==> src/rtl/regfile_sb.sv <==
// Register file with a per-register busy scoreboard, optional zero register,
// optional write-to-read forwarding and a sequential soft-clear engine.
module regfile_sb #(
    parameter int unsigned XLEN     = 32,
    parameter int unsigned NREG     = 32,
    parameter bit          ZERO_REG = 1'b1,
    parameter bit          BYPASS   = 1'b1,
    localparam int unsigned AW      = $clog2(NREG)
) (
    input  logic            clk,
    input  logic            rst,
    input  logic [AW-1:0]   ra1,
    input  logic [AW-1:0]   ra2,
    output logic [XLEN-1:0] rd1,
    output logic [XLEN-1:0] rd2,
    output logic            busy1,
    output logic            busy2,
    input  logic            we,
    input  logic [AW-1:0]   wa,
    input  logic [XLEN-1:0] wd,
    input  logic            rsv_en,
    input  logic [AW-1:0]   rsv_addr,
    input  logic            clr_req,
    output logic            clr_busy,
    output logic            clr_done
);

    typedef enum logic {StIdle, StClear} state_e;

    localparam logic [AW-1:0] FirstIdx = ZERO_REG ? AW'(1) : '0;
    localparam logic [AW-1:0] LastIdx  = AW'(NREG - 1);

    state_e          state_q, state_d;
    logic [AW-1:0]   cnt_q, cnt_d;
    logic            done_q, done_d;
    logic [XLEN-1:0] regs_q [NREG];
    logic [NREG-1:0] busy_q, busy_d;

    logic wr_ok, rsv_ok, fwd1, fwd2;

    assign clr_busy = (state_q == StClear);
    assign clr_done = done_q;

    // Register 0 is hardwired when ZERO_REG, so writes and reserves to it are suppressed.
    assign wr_ok  = we && !clr_busy && !(ZERO_REG && (wa == '0));
    assign rsv_ok = rsv_en && !clr_busy && !(ZERO_REG && (rsv_addr == '0));

    assign fwd1 = BYPASS && wr_ok && (wa == ra1);
    assign fwd2 = BYPASS && wr_ok && (wa == ra2);

    assign rd1   = (ZERO_REG && (ra1 == '0)) ? '0 : (fwd1 ? wd : regs_q[ra1]);
    assign rd2   = (ZERO_REG && (ra2 == '0)) ? '0 : (fwd2 ? wd : regs_q[ra2]);
    assign busy1 = !fwd1 && busy_q[ra1];
    assign busy2 = !fwd2 && busy_q[ra2];

    always_comb begin
        state_d = state_q;
        cnt_d   = cnt_q;
        done_d  = 1'b0;
        unique case (state_q)
            StIdle: begin
                if (clr_req) begin
                    state_d = StClear;
                    cnt_d   = FirstIdx;
                end
            end
            StClear: begin
                cnt_d = cnt_q + AW'(1);
                if (cnt_q == LastIdx) begin
                    state_d = StIdle;
                    done_d  = 1'b1;
                end
            end
            default: state_d = StIdle;
        endcase
    end

    // Reserve is applied after the write release so a new producer keeps the bit set.
    always_comb begin
        busy_d = busy_q;
        if (clr_busy) begin
            busy_d[cnt_q] = 1'b0;
        end else begin
            if (wr_ok) busy_d[wa] = 1'b0;
            if (rsv_ok) busy_d[rsv_addr] = 1'b1;
        end
    end

    always_ff @(posedge clk or negedge rst) begin
        if (!rst) begin
            state_q <= StIdle;
            cnt_q   <= '0;
            done_q  <= 1'b0;
            busy_q  <= '0;
        end else begin
            state_q <= state_d;
            cnt_q   <= cnt_d;
            done_q  <= done_d;
            busy_q  <= busy_d;
        end
    end

    always_ff @(posedge clk or negedge rst) begin
        if (!rst) begin
            for (int i = 0; i < int'(NREG); i++) regs_q[i] <= '0;
        end else if (clr_busy) begin
            regs_q[cnt_q] <= '0;
        end else if (wr_ok) begin
            regs_q[wa] <= wd;
        end
    end

endmodule

==> config.mk <==
export PLATFORM = sky130hd
export DESIGN_NAME = regfile_sb
export DESIGN_NICKNAME = d
export VERILOG_FILES = /design/src/rtl/regfile_sb.sv
export SDC_FILE = /design/constraint.sdc
export NUM_CORES = 2
export LEC_CHECK = 0
export CAP_MARGIN = 10
export CORE_UTILIZATION = 39
export CTS_CLUSTER_SIZE = 24
export DETAILED_ROUTE_END_ITERATION = 7
export DONT_BUFFER_PORTS = 1
export GPL_TIMING_DRIVEN = 0
export PLACE_DENSITY = 0.54
export SETUP_SLACK_MARGIN = 0.1
export SLEW_MARGIN = 20
export SYNTH_ARGS = -nofsm -noshare
export SYNTH_HDL_FRONTEND = slang
export SYNTH_SLANG_ARGS = --single-unit
==> constraint.sdc <==
create_clock -name clk -period 2.5 [get_ports clk]
set_input_delay 0.125 -clock clk [delete_from_list [all_inputs] [get_ports clk]]
set_output_delay 0.125 -clock clk [all_outputs]
set_load 0.05 [all_outputs]
Word-level counts from Yosys, hierarchy flattened:

Index checks and enable logic that the tools add are counted.
Widths: inputs -> output; s select.

* $add $sub $neg: 1
* magnitude comparators: 14
* eq/ne operators: 4
* mux-type cells: 38
* bitwise operators: 12
* reductions and logical operators: 23

Operators with widths (count)
* $mux 1024: 2
* $and 1024x1024->1024: 1
* $bwmux 1024: 1
* $not 1024->1024: 1
* $mux 32: 14
* $bmux 32 s5: 2
* $demux 32 s5: 2
* $and 32x32->32: 2
* $not 32->32: 2
* $or 32x32->32: 1
* $lt 5x6->1 const B: 5
* $ge 6x6->1 const B: 4
* $not 5->6: 4
* $logic_not 5->1: 4
* $demux 1 s5: 3
* $ge 5x1->1 const B: 3
* $logic_and 1x1->1: 13
* $lt 6x1->1 const B: 2
* $bmux 1 s5: 2
* $eq 5x5->1: 2
* $pmux 5 s2: 1
* $mux 1: 9
* $add 5x1->5 const B: 1
* $eq 5x5->1 const B: 1
* other kinds (6): 10

* flip-flop bits (word level): 1063
* output and inout bits: 68

Longest topological paths before layout:

* depth after elaboration: 11
* gate-level depth with buffers: 11
* depth with buffers taken out: 6

Least setup slack after synthesis:

Ideal clock, no wire load.

* path type: register -> output
* start point: register state_q (netlist: clr_busy)
* end point: output rd1[10]
* arrival: 2.796 ns
* setup slack: -0.421 ns
* stages on the path, launching flop included: 7
* path buffers: 1
* cell sequence: dfrtp_1 > nor2b_1 > o31a_1 > nor4bb_1 > clkbuf_1 > nor3_1 > nor3_1

* longest elaborated chain between the ends: 6

RTL lines
* start, declared: RTL line 33 `state_e state_q, state_d;`
* start signal, assigned: RTL line 91 `state_q <= StIdle;`
* start signal, assigned: RTL line 96 `state_q <= state_d;`
* $logic_not 1->1: RTL line 45 `assign wr_ok = we && !clr_busy && !(ZERO_REG && (wa == '0));`
* $logic_and 1x1->1 (2 in series): RTL line 45
* $logic_and 1x1->1: RTL line 48 `assign fwd1 = BYPASS && wr_ok && (wa == ra1);`
* $mux 32 (2 in series): RTL line 51 `assign rd1 = (ZERO_REG && (ra1 == '0)) ? '0 : (fwd1 ? wd : regs_q[ra1]);`
* end, declared: RTL line 14 `output logic [XLEN-1:0] rd1,`

No other way between the ends.

Worst setup path after layout:

* start point: input ra1[0]
* end point: output rd1[26]

* longest elaborated chain between the ends: 6
* elaborated cells between the ends (all ways): 9

RTL lines
* start, declared: RTL line 12 `input logic [AW-1:0] ra1,`
* $not 5->6 (implied by the code): RTL line 51
* $bmux 32 s5: RTL line 51
* $mux 32 (implied by the code) (2 in series): RTL line 51
* $mux 32: RTL line 51
* $mux 32 (*): RTL line 51

Mark *: on every way between the ends. The rest lies on a longest branch, timed or not. The select of a mux whose other input is x is not followed.

==> results.sh <==
export IMPL_first_global_vias=45480
export IMPL_synth_area_mm2=0.05628
export IMPL_yosysUniqueCellTypes=73
export IMPL_core_rowCount=139
export IMPL_tritoncts="done"
export IMPL_synth_seq_cells=1063
export IMPL_h_tree_depth=3
export IMPL_worst_setup_hold_path_clk_slew_ns=0.07
export IMPL_flow_area_growth_from_synthesis_pct=19.99
export IMPL_boundaryPins=125
export IMPL_core_area_mm2=0.1433
export IMPL_main_flop_type_after_synthesis="sky130_fd_sc_hd__dfrtp_1"
export IMPL_synthCells=4346
export IMPL_clock_tree_buffer_depth=3
export IMPL_max_stage_delay_ns=0.69
export IMPL_synth_edf_count=0
export IMPL_dpl_hpwl_mm=230.4
export IMPL_setup_worst_path_class="input port to primary output"
export IMPL_clock_sink_count=1063
export IMPL_finalNetCount=4664
export IMPL_setup_repair_after_global_routing_missed_its_margin="yes"
export IMPL_power_density_mw_per_mm2=762.9
export IMPL_cells_along_the_critical_path="buf_6 -> buf_8 -> buf_6 -> buf_6 -> mux2i_1 -> a21oi_1 -> o221ai_1 -> nor2_1 -> nor3_4 -> nor3_4"
export IMPL_postRouteAntennaNets=0
export IMPL_critical_path_required_ns=2.38
export IMPL_effective_utilization_at_floorplan_pct=39.27
export IMPL_worstSetupStartpoint="ra1[0]"
export IMPL_clockRootBuffer="sky130_fd_sc_hd__clkbuf_16"
export IMPL_finalHoldViolations=0
export IMPL_drt_first_pass_iters=8
export IMPL_globalRouteOverflowTotal=0
export IMPL_finalMaxSlewViolations=0
export IMPL_violated_checks="DRC, setup timing"
export IMPL_gp_routability_congestion=1.088
export IMPL_postSynthAreaPerCell_um2=12.95
export IMPL_yosysSeqAreaShare_pct=47.27
export IMPL_synth_area_leaders="sky130_fd_sc_hd__dfrtp_1, sky130_fd_sc_hd__a22o_1, sky130_fd_sc_hd__mux4_2, sky130_fd_sc_hd__mux2i_1, sky130_fd_sc_hd__clkbuf_1"
export IMPL_grt_max_degree=1064
export IMPL_drtIter0Drc=8225
export IMPL_postLayoutSetupSlackWorst_ns=-0.8914
export IMPL_fin_skew_ns=0.01903
export IMPL_critPathLaunchType="input port"
export IMPL_crit_top_cell="sky130_fd_sc_hd__buf_6"
export IMPL_crit_reg2reg_launch="clr_busy"
export IMPL_routed_wire_length_per_instance_um=48.58
export IMPL_crit_path_end_kind="primary output"
export IMPL_drc=2
export IMPL_grt_use_total_pct=43.30
export IMPL_die_width_um=381.9
export IMPL_routed_wirelength_mm=321.7
export IMPL_antenna_violations_before_repair=17
export IMPL_die_area_mm2=0.1458
export IMPL_run_status="finished, violations left"
export IMPL_tightestPinTransition_ns=1.175
export IMPL_cp_slowest_cell="sky130_fd_sc_hd__nor3_4"
export IMPL_hp_class="input port to register"
export IMPL_ratio_of_routed_vias_to_standard_cells=7.370
export IMPL_route_vias_total=48800
export IMPL_path_max_fanout=11
export IMPL_power_leakage_nw=29.62
export IMPL_global_route_wire_length_before_repair_mm=423.5
export IMPL_r2r_setup_slack_ns=-0.57
export IMPL_port_buffers=0
export IMPL_synth_top_area_cell="sky130_fd_sc_hd__dfrtp_1"
export IMPL_die_y_um=381.9
export IMPL_fin_tns_setup_ns=-187.12
export IMPL_worst_ir_drop_vdd_uv=689.6
export IMPL_max_cap_viol_count=0
export IMPL_max_slew_margin_rel_pct=21.64
export IMPL_period_needed_ns=3.391
export IMPL_final_layout_size_suffix_gt1_share_pct=28.54
export IMPL_placement_cell_area_mm2=0.05920
export IMPL_fmax_mhz=294.9
export IMPL_synth_async_reset_ratio_pct=100.0
export IMPL_report_final_setup_viol=632
export IMPL_hold_worst_slack_ns=0.04969
export IMPL_clkLatencyLatePin_ns=0.78
export IMPL_critical_path_arrival_ns=3.27
export IMPL_worstRegToRegCells=6
export IMPL_capturing_instance_or_port_of_the_critical_path="rd1[26]"
export IMPL_yosysWarnings=0
export IMPL_final_period_utilization_pct=135.7
export IMPL_finalInstanceArea_mm2=0.06753
export IMPL_worst_r2r_endpoint="regs_q[529]"
export IMPL_cts_buffers=121
export IMPL_syn_nets=4408
export IMPL_yosys_area_top_type_share_pct=47.27
-- synthesized netlist by cell type (all sizes together) (3+ instances only) --
cell,n
o221ai,10
or3,3
a221oi,49
o22ai,47
dfrtp,1063
mux4,376
xnor2,4
o31ai,4
nor4,10
a32oi,4
a221o,14
a211oi,20
nand2b,17
a211o,14
nand2,100
a22o,1047
and3,6
and3b,6
xor2,8
mux2i,290
nand3b,5
a21boi,6
nor2b,10
nor2,153
nor3b,10
a2111oi,9
o21ai,73
nor3,100
and2,42
a21oi,89
buf,266
clkbuf,282
a22oi,98
inv,9
o32ai,5
nand3,31
o211ai,12
mux2,25
ha,5
-- logic make-up after synthesis --
family | Yosys count | share of synthesized area (%)
compound gates | 1517 | 22.18
xor+xnor | 12 | 0.1867
fa+ha+maj | 5 | 0.1112
simple gates | 501 | 4.329
flops | 1063 | 47.27
buf+inv | 557 | 5.167
mux | 691 | 20.76
-- flip-flops by register name (all words and copies together) (netlist names) --
name / flops
busy_q: 32
clr_busy: 1
clr_done: 1
cnt_q: 5
regs_q: 1024
-- worst max-delay path: cells and delay by family --
kind	cells	cell delay (ns)
AOI/OAI and AO/OA	2	0.53
muxes	1	0.14
buffers and inverters	4	1.24
and+or+nand+nor	3	1.09
-- area by class of cell --
class                      instances  area [µm²]
fill                           12770       75780
clock buffer                     171        3548
tap                             1903        2381
inverter                           9       37.54
clock inverter                    52       693.2
multi-input combinational       2726       29040
timing repair buffer             136        1679
buffer                           545        3501
sequential                      1063       26610
antenna                           17       42.54
-- layout by cell type (no fill, tap or decap), types with 16 or more instances in the layout --
master / synthesis / layout
sky130_fd_sc_hd__diode_2: 0 / 17
sky130_fd_sc_hd__clkbuf_16: 0 / 126
sky130_fd_sc_hd__and2_1: 41 / 41
sky130_fd_sc_hd__mux4_2: 367 / 367
sky130_fd_sc_hd__buf_1: 44 / 37
sky130_fd_sc_hd__clkbuf_2: 0 / 89
sky130_fd_sc_hd__a22oi_2: 0 / 20
sky130_fd_sc_hd__nor3_4: 0 / 49
sky130_fd_sc_hd__a22o_1: 1047 / 1047
sky130_fd_sc_hd__a221oi_2: 9 / 19
sky130_fd_sc_hd__nand3_1: 31 / 22
sky130_fd_sc_hd__nand2_1: 100 / 72
sky130_fd_sc_hd__buf_8: 13 / 31
sky130_fd_sc_hd__nor2_4: 0 / 48
sky130_fd_sc_hd__clkbuf_8: 0 / 29
sky130_fd_sc_hd__dfrtp_1: 1063 / 1061
sky130_fd_sc_hd__mux2i_1: 290 / 289
sky130_fd_sc_hd__clkinv_2: 0 / 27
sky130_fd_sc_hd__buf_6: 35 / 68
sky130_fd_sc_hd__a22oi_1: 98 / 78
sky130_fd_sc_hd__buf_12: 5 / 31
sky130_fd_sc_hd__o22ai_1: 47 / 42
sky130_fd_sc_hd__clkbuf_4: 0 / 16
sky130_fd_sc_hd__o21ai_1: 13 / 16
sky130_fd_sc_hd__a21oi_2: 0 / 19
sky130_fd_sc_hd__buf_4: 46 / 104
sky130_fd_sc_hd__mux2_2: 25 / 25
sky130_fd_sc_hd__o21ai_0: 60 / 39
sky130_fd_sc_hd__a211oi_1: 18 / 16
sky130_fd_sc_hd__buf_2: 123 / 91
sky130_fd_sc_hd__clkbuf_1: 282 / 186
sky130_fd_sc_hd__nor3_1: 100 / 46
sky130_fd_sc_hd__a221oi_1: 40 / 23
sky130_fd_sc_hd__dlygate4sd3_1: 0 / 29
sky130_fd_sc_hd__nor2_1: 146 / 96
sky130_fd_sc_hd__a21oi_1: 89 / 56
-- timing repair --
item / CTS / global route
pin swaps: 83 / 57
gates resized for setup: 404 / 372
hold buffers: 28 / 4
gates cloned: 3 / 0
setup buffers: 37 / 47
hold endpoints to repair: 1139 / 403
endpoints found under the setup margin: 1126 / 1112
-- layer usage --
layer | GRT usage [%] | vias up | wire [µm]
met2 | 57.08 | 4319 | 125600
li1 | - | 17960 | -
met3 | 22.10 | 966 | 52020
met4 | 27.38 | 22 | 25010
met5 | 1.257 | - | 482
met1 | 55.32 | 25530 | 118600
-- power by group --
group | internal (mW) | total [mW] | switching, mW
logic | 3.89 | 11.6 | 7.71
clock network | 11.4 | 19.6 | 8.20
registers | 18.8 | 20.3 | 1.51
-- worst min path at each step --
| stage | cells past startpoint | slack, ns | startpoint | endpoint |
|---|---|---|---|---|
| after floorplan | 0 | -0.17 | rst | busy_q[0] |
| after global placement | 0 | -0.13 | rst | regs_q[877] |
| after detailed placement | 0 | -0.12 | rst | regs_q[877] |
| after CTS | 0 | -0.94 | rst | regs_q[781] |
| after global routing | 2 | 0.05 | wd[22] | regs_q[982] |
| final | 2 | 0.05 | wd[9] | regs_q[969] |
-- metrics by stage --
stage          setup WS (ns)  utilization [%]  power (mW)  cells
4_1_cts              -0.7034            45.90       49.93   6550
5_1_grt              -0.8102            47.09       52.22   6607
3_3_place_gp          -2.772            41.13       30.21   6249
2_1_floorplan        -0.1538                -       25.98   4346
3_5_place_dp          -1.946            41.31       30.36   6260
6_report             -0.8914            47.12       51.52   6622
Power figures use the tool's default switching activity.
